--- src/rtl/writeback_stage.sv ---
// MEM/WB pipeline register and write-back formatter.
// This block is the only producer of the register-file write port. It captures
// the retiring instruction and selects the ALU, load or PC+4 result. It also
// sign- or zero-extends sub-word loads and drops writes to x0. It exposes a
// forwarding tap and counts retired instructions.

// Sub-word load extraction plus alignment check for one load word.
module wb_load_fmt #(
  parameter int width = 32
) (
  input  logic [2:0]       funct3,
  input  logic [1:0]       off,
  input  logic [width-1:0] word,
  output logic [width-1:0] data,
  output logic             misaligned
);

  logic [width-1:0] bsh;
  logic [width-1:0] hsh;
  logic [7:0]       b;
  logic [15:0]      h;

  // Byte lane picked by the full offset, halfword lane picked by offset bit 1.
  always_comb begin
    bsh = word >> {off, 3'b000};
    hsh = word >> {off[1], 4'b0000};
    b   = bsh[7:0];
    h   = hsh[15:0];
  end

  // Extension per load type; unknown encodings fall back to a word load.
  always_comb begin
    data       = word;
    misaligned = 1'b0;
    case (funct3)
      3'b000: data = {{(width-8){b[7]}}, b};
      3'b100: data = {{(width-8){1'b0}}, b};
      3'b001: begin
        data       = {{(width-16){h[15]}}, h};
        misaligned = off[0];
      end
      3'b101: begin
        data       = {{(width-16){1'b0}}, h};
        misaligned = off[0];
      end
      default: begin
        data       = word;
        misaligned = |off;
      end
    endcase
  end

endmodule

module writeback_stage #(
  parameter int width     = 32,
  parameter int addrWidth = 5,
  parameter int cntWidth  = 64
) (
  input  logic                 clock,
  input  logic                 clear,
  input  logic                 stall,
  input  logic                 flush,
  input  logic                 in_valid,
  input  logic                 in_reg_write,
  input  logic [addrWidth-1:0] in_rd,
  input  logic [1:0]           in_wb_sel,
  input  logic [2:0]           in_funct3,
  input  logic [width-1:0]     in_alu_result,
  input  logic [width-1:0]     in_pc_plus4,
  input  logic [width-1:0]     mem_rdata,
  output logic                 regWriteEnable,
  output logic [addrWidth-1:0] addrD,
  output logic [width-1:0]     dataD,
  output logic                 fwd_valid,
  output logic [addrWidth-1:0] fwd_rd,
  output logic [width-1:0]     fwd_data,
  output logic                 misalign_err,
  output logic [cntWidth-1:0]  instret
);

  typedef struct packed {
    logic                 valid;
    logic                 done;
    logic                 reg_write;
    logic [addrWidth-1:0] rd;
    logic [1:0]           wb_sel;
    logic [2:0]           funct3;
    logic [width-1:0]     alu;
    logic [width-1:0]     pc4;
    logic [width-1:0]     rdata;
  } stage_t;

  stage_t           st;
  logic             fire;
  logic             is_load;
  logic             mis;
  logic             wr_ok;
  logic [width-1:0] ld_data;
  logic             ld_mis;
  logic [width-1:0] result;

  wb_load_fmt #(.width(width)) u_fmt (
    .funct3     (st.funct3),
    .off        (st.alu[1:0]),
    .word       (st.rdata),
    .data       (ld_data),
    .misaligned (ld_mis)
  );

  // Stage register. Reset beats flush, and flush beats stall. The done flag
  // marks an entry that has already written, so a stall cannot repeat it.
  always_ff @(posedge clock) begin
    if (!clear) begin
      st <= '0;
    end else if (flush) begin
      st.valid <= 1'b0;
      st.done  <= 1'b0;
    end else if (stall) begin
      st.done <= st.valid;
    end else begin
      st.valid     <= in_valid;
      st.done      <= 1'b0;
      st.reg_write <= in_reg_write;
      st.rd        <= in_rd;
      st.wb_sel    <= in_wb_sel;
      st.funct3    <= in_funct3;
      st.alu       <= in_alu_result;
      st.pc4       <= in_pc_plus4;
      st.rdata     <= mem_rdata;
    end
  end

  // Result selection and write qualification for the held entry.
  always_comb begin
    fire    = st.valid & ~st.done;
    is_load = (st.wb_sel == 2'b01);
    mis     = is_load & ld_mis;
    wr_ok   = st.reg_write & (st.rd != '0) & ~mis;
    case (st.wb_sel)
      2'b01:   result = ld_data;
      2'b10:   result = st.pc4;
      default: result = st.alu;
    endcase
  end

  // Output port mapping; forwarding stays up through stalls, the write does not.
  always_comb begin
    regWriteEnable = fire & wr_ok;
    addrD          = st.rd;
    dataD          = result;
    fwd_valid      = st.valid & wr_ok;
    fwd_rd         = st.rd;
    fwd_data       = result;
    misalign_err   = fire & mis;
  end

  // Count every first WB cycle, whether or not it writes; wraps naturally.
  always_ff @(posedge clock) begin
    if (!clear)    instret <= '0;
    else if (fire) instret <= instret + 1'b1;
  end

endmodule

--- config.mk ---
export PLATFORM = sky130hd
export DESIGN_NAME = writeback_stage
export DESIGN_NICKNAME = d
export VERILOG_FILES = /design/src/rtl/writeback_stage.sv
export SDC_FILE = /design/constraint.sdc
export NUM_CORES = 1
export LEC_CHECK = 0
export CORE_ASPECT_RATIO = 1.5
export CORE_UTILIZATION = 40
export CTS_BUF_LIST = sky130_fd_sc_hd__clkbuf_8
export CTS_CLUSTER_DIAMETER = 30
export DETAILED_ROUTE_END_ITERATION = 7
export PLACE_DENSITY_LB_ADDON = 0.25
export SETUP_SLACK_MARGIN = 0.1
export SLEW_MARGIN = 20
export SYNTH_ARGS = -nofsm -noshare
export SYNTH_HDL_FRONTEND = slang
export SYNTH_SLANG_ARGS = --single-unit
--- constraint.sdc ---
create_clock -name clock -period 2.9 [get_ports clock]
set_input_delay 0.29 -clock clock [delete_from_list [all_inputs] [get_ports clock]]
set_output_delay 0.29 -clock clock [all_outputs]
set_load 0.02 [all_outputs]
==> summary by stage, run 1 <==
Place
During placement, the flow inserted port buffers numbering roughly 250. The HPWL reported at the end of detailed placement is between 15000 and 20000 um. The final weighted congestion in routability-driven placement is around 0.9. After detailed placement, the total cell area comes to between 10000 and 15000 um^2.

STA
The count of final max-slew check failures is 0. Setup repair after global routing could not meet its margin everywhere. For the final routed database, the setup TNS stands at 0 ns. The post-route clock skew is 0.01703 ns.

Derived from the worst setup path, the maximum achievable clock frequency is around 0.36 GHz. The final hold violation count is 0. The time the worst path needs with I/O delays and setup is roughly 2.8 ns. The share of the cycle needed by the critical path after routing is a little over nine tenths. The relative slew slack is between 60% and 70%.

The transition time at the pin with the least slew margin is around 0.56 ns. Setup violations remaining at the end of the flow were counted as 0.

Synthesis
Among all flip-flop cells after synthesis, the most frequent one is sky130_fd_sc_hd__dfxtp_1. For this run, asynchronously set or reset flops after synthesis account for 0%. The number of different library cells used by synthesis comes to 53. Yosys printed 0 warnings.

Synthesis handed over a netlist of roughly 1100 instances. The synthesized netlist net count is 1213. The number of flip-flops and latches in the synthesized netlist is between 150 and 200. The share of the yosys chip area belonging to registers is between 40% and 50%. The synthesized design contains 0 enable-type register cells. The average instance area after synthesis is 7.691 um^2. The mapped netlist covers 8444 um^2.

Clock network
The insertion delay to the later sink of the worst-skew pair is roughly 0.45 ns. The CTS clock-pin slew for the worst setup and hold paths is around 0.090 ns. The clock drives between 150 and 200 sinks.

The number of buffers added by the clock tree synthesis step is 17. The tree is rooted in a sky130_fd_sc_hd__clkbuf_8. The number of H-tree levels is 4.

The maximum count of clock buffers along a single path is 2. The clock tree from TritonCTS is built.

Cells and area
The post-route cell area is ~12000 um^2. The final-stage net count is around 1400. In the final layout, flip-flops and latches occupy 3470 um^2.

Summing all multi-input logic gate instances after layout gives about 4500 um^2. Counting the fill cells in the layout gives ~1900. Relative to the synthesized area, the layout overhead comes to 38.47%.

The layout cell share with drive strength beyond 1 is 12.81%.

Drt
After detailed routing, the average wire length per cell comes to between 15 and 20 um. The number of violations reported at the end of detailed-routing iteration 0 is just under 400. The detailed-route vias per instance is about 5.4. For this run, the detailed router's first-pass iteration total came to 5. In this run the remaining antenna-violating nets after routing total 0. The total number of vias is roughly 8400. The remaining routing DRC violations is 0. The wire length reported by the detailed router is between 20000 and 30000 um.

Setup path
The worst register-to-register path has a setup slack of roughly 0.37 ns. In this design, the largest share of critical-path delay is due to multiplexers. The most common cell type on the critical path is sky130_fd_sc_hd__buf_6.

The startpoint of the most critical setup path is st[64]. STA classifies the critical path startpoint as a flip-flop. The kind of end point of the critical path is an output pin. The arrival time reported for the critical path endpoint is ~2.5 ns.

The data required time of the critical path is approximately 2.6 ns. The type of the setup path with the least slack is reg2out. The reg-to-reg startpoint is instret[4].

In this run the critical register-to-register path is captured at instret[50]. Traced cell by cell, the critical path runs through mux4_2, and2_4, o21ai_4, buf_6, buf_8, buf_6, o21ai_2, mux2_4, buf_6. The slowest stage cell on the critical path is sky130_fd_sc_hd__mux4_2. The maximum fanout count along the critical path is 6. The largest single stage delay on the critical path is 0.52 ns. For the worst flop-to-flop path, the logic depth is 6. Together, buffers and inverters on the worst path number 4.

Hold path
The worst hold path terminates at st[68]. The startpoint identified for the worst hold timing path is in_alu_result[4]. The count of cells along the worst hold path is 3. The worst hold-check path type is in2reg.

Power and ir drop
In this run the static leakage power is approximately 4.5 nW. IR analysis of the VDD net gives a maximum drop of between 0.0002 and 0.00025 V. Power spread over the standard cell area amounts to ~420 nW/um^2.

Floorplanning
For this design the top-level I/O count stands at approximately 250. The number of placement rows is 64. The area of the die is approximately 22000 um^2. The floorplan step set the die width to ~120 um. For this configuration, the core starts out at a cell density of about two fifths. The area of the core region is between 20000 and 25000 um^2.

The die is 180.0 um tall.

GRT
The initial antenna violation count is 2. The maximum number of pins on one net before global-route repair is 108. The overall fraction of global-route tracks in use is between 20% and 30%. met2 is the most crowded layer. The met3 track demand over resource is 5.742%. The via count of the first global-routing pass is 8005. The met1 layer usage reported by global route is 27.28%.

Global routing used 44.28% of the available met2 tracks. The total overflow reported by the global router is 0. The first global-routing pass estimated between 40000 and 50000 um of wire.

Run status
The run finished with clean final reports.

Run
Across the run, the number of max-cap violations was 0.
how the worst max path moves through the flow:
stage | to | slack (ns) | depth (start not counted)
final | fwd_data[29] | 0.09 | 9
after floorplan | fwd_data[17] | 0.47 | 8
after global placement | dataD[17] | 0.23 | 7
after global routing | fwd_data[29] | 0.007 | 9
after CTS | fwd_data[12] | 0.01 | 6
after detailed placement | dataD[17] | 0.18 | 7
cell families (layout without fill, tap and decap cells):
| kind of cell | count (synthesis) | count (layout) | share of synthesized area (%) |
|---|---|---|---|
| other | 0 | 2 | 0 |
| buffers and inverters | 124 | 337 | 7.527 |
| XOR/XNOR | 38 | 38 | 3.941 |
| multiplexers | 37 | 37 | 4.875 |
| adder cells (fa/ha/maj) | 3 | 3 | 0.4446 |
| flip-flops | 173 | 173 | 41.01 |
| AND/OR/NAND/NOR | 497 | 497 | 27.26 |
| AO/OA/AOI/OAI | 226 | 226 | 14.94 |
cells in the final DEF (no fill, tap or decap), drive strengths merged, types with 3 or more instances in the layout:
| cell type | netlist | layout |
|---|---|---|
| mux2 | 23 | 23 |
| dfxtp | 173 | 173 |
| a21oi | 144 | 144 |
| dlygate4sd2 | 0 | 9 |
| xor2 | 22 | 22 |
| mux2i | 13 | 13 |
| nor3 | 11 | 11 |
| dlymetal6s2s | 0 | 19 |
| nand2b | 9 | 9 |
| o41ai | 4 | 4 |
| o21ai | 43 | 43 |
| and3 | 7 | 7 |
| clkdlybuf4s50 | 0 | 188 |
| nand2 | 279 | 279 |
| or2 | 3 | 3 |
| inv | 15 | 21 |
| clkbuf | 55 | 19 |
| clkinvlp | 0 | 5 |
| nor4 | 18 | 18 |
| nor2 | 67 | 67 |
| a21o | 5 | 5 |
| o311ai | 4 | 4 |
| or4 | 10 | 10 |
| nand3 | 25 | 25 |
| ha | 3 | 3 |
| xnor2 | 16 | 16 |
| o221ai | 7 | 7 |
| o31ai | 7 | 7 |
| or3 | 13 | 13 |
| clkdlybuf4s15 | 0 | 4 |
| and2 | 6 | 6 |
| and4 | 3 | 3 |
| buf | 53 | 69 |
| nand4 | 34 | 34 |
| nor2b | 10 | 10 |
worst reg2reg max path, stage by stage (launching register included):
cell and delay (ns):
sky130_fd_sc_hd__dfxtp_1 0.45, sky130_fd_sc_hd__nand4_2 0.31, sky130_fd_sc_hd__nor4_4 0.55, sky130_fd_sc_hd__buf_4 0.26
sky130_fd_sc_hd__nand4_1 0.29, sky130_fd_sc_hd__o311ai_0 0.42, sky130_fd_sc_hd__o41ai_1 0.13
synth_stat cells (4+ instances only):
master | number | area (um^2)
sky130_fd_sc_hd__a21o_1 | 5 | 37.54
sky130_fd_sc_hd__a21oi_1 | 144 | 720.7
sky130_fd_sc_hd__and2_1 | 6 | 37.54
sky130_fd_sc_hd__and3_1 | 7 | 43.79
sky130_fd_sc_hd__buf_1 | 8 | 30.03
sky130_fd_sc_hd__buf_4 | 43 | 322.8
sky130_fd_sc_hd__clkbuf_1 | 55 | 206.5
sky130_fd_sc_hd__dfxtp_1 | 173 | 3463
sky130_fd_sc_hd__inv_1 | 14 | 52.55
sky130_fd_sc_hd__mux2_2 | 23 | 259.0
sky130_fd_sc_hd__mux2i_1 | 13 | 130.1
sky130_fd_sc_hd__nand2_1 | 279 | 1047
sky130_fd_sc_hd__nand2b_1 | 9 | 56.30
sky130_fd_sc_hd__nand3_1 | 25 | 125.1
sky130_fd_sc_hd__nand4_1 | 31 | 193.9
sky130_fd_sc_hd__nor2_1 | 67 | 251.5
sky130_fd_sc_hd__nor2b_1 | 10 | 62.56
sky130_fd_sc_hd__nor3_1 | 10 | 50.05
sky130_fd_sc_hd__nor4_1 | 15 | 93.84
sky130_fd_sc_hd__o21ai_0 | 42 | 210.2
sky130_fd_sc_hd__o221ai_1 | 7 | 61.31
sky130_fd_sc_hd__o31ai_1 | 7 | 52.55
sky130_fd_sc_hd__o41ai_1 | 4 | 35.03
sky130_fd_sc_hd__or3_1 | 12 | 75.07
sky130_fd_sc_hd__or4_1 | 10 | 75.07
sky130_fd_sc_hd__xnor2_1 | 16 | 140.1
sky130_fd_sc_hd__xor2_1 | 22 | 192.7
cell type report:
type / count / share of cell area [%]
clock buffer: 18 / 2.119
timing repair buffer: 290 / 25.14
clock inverter: 13 / 1.017
antenna: 2 / 0.04280
multi-input combinational: 801 / 38.63
inverter: 16 / 0.5564
tap: 264 / 2.825
sequential: 173 / 29.67
metal layers:
layer | vias to the layer above | routed length, um
met5 | - | 0
li1 | 4128 | -
met4 | 0 | 1183
met2 | 290 | 14140
met3 | 60 | 1617
met1 | 3959 | 10520
where the power goes:
part / leakage [nW] / total [mW] / switching [mW] / internal, mW
combinational: 2.92 / 0.773 / 0.395 / 0.379
clock: 0.177 / 1.60 / 0.895 / 0.701
sequential: 1.41 / 2.50 / 0.0562 / 2.44
per-stage QoR:
| stage | utilization (%) | hold slack [ns] | std cells | setup WS, ns | total power [mW] |
|---|---|---|---|---|---|
| after floorplan | - | 0.3788 | 1098 | 0.4716 | 2.953 |
| after detailed placement | 53.40 | 0.4462 | 1533 | 0.1781 | 3.306 |
| after global placement | 53.40 | 0.4396 | 1533 | 0.2349 | 3.297 |
| final | 56.82 | 0.3792 | 1577 | 0.09227 | 4.869 |
| after global routing | 56.80 | 0.3485 | 1576 | 0.006537 | 5.094 |
| after CTS | 55.08 | 0.3434 | 1575 | 0.01107 | 4.898 |
state kept, by name (all words and copies together) (netlist names):
signal,count
st,104
instret,64
addrD,5
timing repair:
action | in CTS | in global routing
hold buffers | 0 | 0
setup buffers | 10 | 0
gates cloned | 1 | 0
endpoints found under the setup margin | 65 | 53
pin swaps | 2 | 8
resized for setup | 156 | 127
endpoints found under the hold margin | 0 | 0
Note: power is estimated with default switching activity, not from simulation.
==> run 2: changes to the inputs <==
--- a/config.mk
+++ b/config.mk
@@ -15,4 +15,5 @@
 export SLEW_MARGIN = 20
 export SYNTH_ARGS = -nofsm -noshare
 export SYNTH_HDL_FRONTEND = slang
+export SYNTH_HIERARCHICAL = 1
 export SYNTH_SLANG_ARGS = --single-unit
==> summary by stage, run 2 <==
Hold path
The worst hold-check path type is in2reg (unchanged). The startpoint of the tightest hold check path is in_alu_result[27] (was in_alu_result[4]). The count of cells along the worst hold path was 3 (unchanged).

Synthesis
The total number of yosys warnings came to 6 (was 0). The cell taking the most area after synthesis is sky130_fd_sc_hd__dfxtp_1 (unchanged). The async set-reset flop share out of synthesis was 0% (unchanged). The most repeated cell in the gate-level netlist after synthesis is sky130_fd_sc_hd__nand2_1 (unchanged). The predominant post-synthesis flop cell is sky130_fd_sc_hd__dfxtp_1 (unchanged).

The netlist area before placement was 8384 um^2 (was 8444 um^2). The synthesized netlist cell count is 1114 (was 1098). The number of enable flip-flop cells after synthesis is 0 (unchanged). The share of the yosys chip area belonging to registers is 41.31% (was 41.01%).

The number of flip-flops and latches in the synthesized netlist is 173 (unchanged). The count of cell types in the netlist came to 53 (unchanged). Main area contributors after synthesis: sky130_fd_sc_hd__dfxtp_1 (41%), sky130_fd_sc_hd__nand2_1 (14%), sky130_fd_sc_hd__a21oi_1 (8.5%) (was sky130_fd_sc_hd__dfxtp_1 (41%), sky130_fd_sc_hd__nand2_1 (12%), sky130_fd_sc_hd__a21oi_1 (8.5%)). The area fraction of the dominant cell type after synthesis was 41.31% (was 41.01%). The average instance area after synthesis is 7.526 um^2 (was 7.691 um^2).

Top cells by instance count after synthesis: sky130_fd_sc_hd__nand2_1 (323), sky130_fd_sc_hd__dfxtp_1 (173), sky130_fd_sc_hd__a21oi_1 (142) (was sky130_fd_sc_hd__nand2_1 (279), sky130_fd_sc_hd__dfxtp_1 (173), sky130_fd_sc_hd__a21oi_1 (144)). The synthesized netlist net count is 1229 (was 1213).

STA
The post-route clock skew is 0.01626 ns (was 0.01703 ns). The final number of setup-violating endpoints is 0 (unchanged). The setup TNS after final layout came to 0 ns (unchanged). The peak clock frequency supported by timing came to 0.3601 GHz (was 0.3562 GHz). The final hold violation count was 0 (unchanged). The count of final max-slew check failures is 0 (unchanged).

The time the worst path needs with I/O delays and setup is 2.777 ns (was 2.808 ns). The transition time at the pin with the least slew margin was 0.6370 ns (was 0.5566 ns). The share of the cycle needed by the critical path after routing came to 95.75% (was 96.82%). RSZ-0062 raised after global routing: true (unchanged). The relative slew slack was 57.14% (was 62.55%).

Cells and area
The leading cell type in the layout, fill and taps excluded is sky130_fd_sc_hd__nand2_1 (unchanged). The final-stage net count is 1421 (was 1414). The signed area change from the synthesized netlist to the final layout came to 33.99% (was 38.47%). The number of standard cells in the final layout excluding fillers came to 1582 (was 1577).

The layout cell share with drive strength beyond 1 is 10.62% (was 12.81%). The share of the core filled with cells in the final layout is 54.80% (was 56.82%). The register name with the most flops is st (unchanged).

Commonest cells after routing, fill and taps aside: sky130_fd_sc_hd__nand2_1 (320), sky130_fd_sc_hd__clkdlybuf4s50_1 (187), sky130_fd_sc_hd__dfxtp_1 (171), sky130_fd_sc_hd__a21oi_1 (141), sky130_fd_sc_hd__nor2_1 (56) (was sky130_fd_sc_hd__nand2_1 (278), sky130_fd_sc_hd__clkdlybuf4s50_1 (188), sky130_fd_sc_hd__dfxtp_1 (170), sky130_fd_sc_hd__a21oi_1 (143), sky130_fd_sc_hd__nor2_1 (66)). The final antenna diode count is 0 (was 2). The flip-flop count of the largest register after layout was 104 (unchanged).

Place
The number of input and output port buffers inserted is 252 (unchanged). The total placed cells including tap cells came to 1548 (was 1533). The HPWL reported at the end of detailed placement is 21490 um (was 19600 um). The final weighted congestion in routability-driven placement is 0.9254 (was 0.8951).

Floorplanning
The y dimension of the die was 179.3 um (was 180.0 um). The area of the die is 21560 um^2 (was 21710 um^2). The effective utilization at floorplan is 40.90% (was 41.03%). The die span in x was 120.2 um (was 120.6 um).

The number of top-level design ports is 253 (unchanged). The number of placement rows is 64 (unchanged). The area of the core region is 20500 um^2 (was 20580 um^2).

Setup path
The number of cells traversed by the worst register-to-register path is 5 (was 6). The sum of buffers and inverters on the critical path is 3 (was 4). The element type at the critical path start is a flip-flop (unchanged). The maximum cell stage delay along the critical path is 0.54 ns (was 0.52 ns). The maximum fanout count along the critical path is 6 (unchanged). The reg-to-reg startpoint is instret[12] (was instret[4]). The most common cell type on the critical path is sky130_fd_sc_hd__buf_6 (unchanged). The cell class contributing the biggest share of worst-path delay is multiplexers (unchanged). Cell chain of the critical path: mux4_2, nor3b_4, o21bai_4, buf_6, buf_6, nand2_1, a22oi_1, o21ai_0, buf_2 (was mux4_2, and2_4, o21ai_4, buf_6, buf_8, buf_6, o21ai_2, mux2_4, buf_6). The kind of end point of the critical path is an output pin (unchanged). The data required time of the critical path is 2.61 ns (about the same). The slowest stage cell on the critical path is sky130_fd_sc_hd__mux4_2 (unchanged). The startpoint of the most critical setup path is st[65] (was st[64]). The type of the setup path with the least slack was reg2out (unchanged).

The arrival time reported for the critical path endpoint is 2.49 ns (was 2.52 ns). The number of stages on the worst setup path was 9 (unchanged).

Power and ir drop
The switching power is 1.376 mW (was 1.346 mW). The leakage power of the design came to 4.110 nW (was 4.508 nW). The cell internal power dissipation is 3.570 mW (was 3.523 mW).

The power per standard cell area is 440.3 nW/um^2 (was 416.4 nW/um^2). The sum of internal, switching and leakage power came to 4.946 mW (was 4.869 mW). The share of power burned in registers is 50.6% (was 51.3%). The switching power as a share of total power was 27.81% (was 27.65%). The clock share of power is 36.0% (was 32.8%).

The combinational cell fraction of total power is 13.4% (was 15.9%). The largest voltage drop on the vdd net was 0.0002631 V (was 0.0002234 V).

Clock network
The maximum count of clock buffers along a single path was 2 (unchanged). The number of buffers added by the clock tree synthesis step is 17 (unchanged). The number of H-tree levels is 4 (unchanged). The insertion delay to the later sink of the worst-skew pair came to 0.47 ns (was 0.45 ns).

The sink count of the clock tree is 173 (unchanged). The CTS clock-pin slew for the worst setup and hold paths is 0.10 ns (was 0.09 ns). The clock tree from TritonCTS was built (unchanged). The clock root buffer is sky130_fd_sc_hd__clkbuf_8 (unchanged).

Drt
The count of antenna-violating nets left after detailed routing was 0 (unchanged). The wire length reported by the detailed router is 28760 um (was 27470 um). The average routed wire per standard cell was 18.18 um (was 17.42 um). The total number of vias is 8531 (was 8437). The number of iterations in the first detailed-routing pass is 5 (unchanged).

The number of violations reported at the end of detailed-routing iteration 0 came to 489 (was 392). The detailed-route vias per instance is 5.393 (was 5.350). The remaining routing DRC violations is 0 (unchanged).

GRT
The initial antenna violation count is 0 (was 2). The total overflow reported by the global router is 0 (unchanged). The maximum number of pins on one net before global-route repair was 108 (unchanged). The wire length of the first global-routing pass is 43370 um (was 42400 um). The via count of the first global-routing pass is 7903 (was 8005). The overall fraction of global-route tracks in use was 26.41% (was 24.90%).

Run status
Run status: completed (unchanged).

Run
The number of maximum-capacitance violations came to 0 (unchanged).
## run 2: final cells by class
cell class / count / area, um^2
tap: 264 / 330.3
inverter: 13 / 51.30
sequential: 173 / 3468
clock inverter: 12 / 147.6
fill: 2083 / 9265
clock buffer: 19 / 261.5
multi-input combinational: 817 / 4327
timing repair buffer: 284 / 2649
## run 2: worst reg2reg max path: stages, from the launching register on
cell and delay (ns):
sky130_fd_sc_hd__dfxtp_1 0.48, sky130_fd_sc_hd__nand4_4 0.22, sky130_fd_sc_hd__nor4_2 0.63, sky130_fd_sc_hd__nand4_1 0.36, sky130_fd_sc_hd__or3_1 0.42, sky130_fd_sc_hd__a21oi_1 0.14
## run 2: power by group through the flow
stage / logic [mW] / registers [mW] / clock network, mW
after global placement: 0.678 / 2.56 / 0
after global routing: 0.715 / 2.51 / 1.93
after CTS: 0.661 / 2.50 / 1.83
after floorplan: 0.363 / 2.53 / 0
final: 0.661 / 2.50 / 1.78
after detailed placement: 0.683 / 2.56 / 0
## run 2: layer usage
layer  GRT usage (%)  wire [um]  part of all wire, %  up-vias
li1                -          -                    -     4150
met1           27.10      10330                   36     4016
met2           48.56      15080                   52      311
met3           6.266       1948                  6.8       54
met4           15.48       1399                  4.9        0
met5               0          0                    0        -
## run 2: what timing repair did
action	in CTS	in global routing
resized for setup	200	35
hold buffers	0	0
setup endpoints to repair	65	52
gates cloned	1	0
setup buffers	2	0
pin swaps	1	7
## run 2: cells by family (layout without fill, tap and decap cells)
group / count (synthesis) / count (layout) / share of synthesized area [%]
muxes: 11 / 11 / 1.537
buffers and inverters: 124 / 328 / 7.641
DFF: 173 / 173 / 41.31
xor gates and xnor gates: 34 / 34 / 3.552
adders and majority gates: 3 / 3 / 0.4477
and+or+nand+nor: 511 / 511 / 28.15
AOI/OAI and AO/OA: 258 / 258 / 17.37
## run 2: through the flow
stage               worst slack (ns)  hold WS, ns  instance area [um^2]
finish                        0.1232       0.3559                 11230
global placement              0.2106       0.4431                 10950
detailed placement            0.1663       0.4476                 10950
floorplan                     0.4536       0.3788                  8384
global route                 0.02455       0.3443                 11230
CTS                         0.005329       0.3255                 11250
## run 2: worst paths after layout
| path | slack [ns] | endpoint |
|---|---|---|
| max | 0.12 | fwd_data[23] |
| min | 0.36 | st[91] |
| max reg2reg | 0.58 | instret[53] |
| min reg2reg | 0.46 | st[84] |
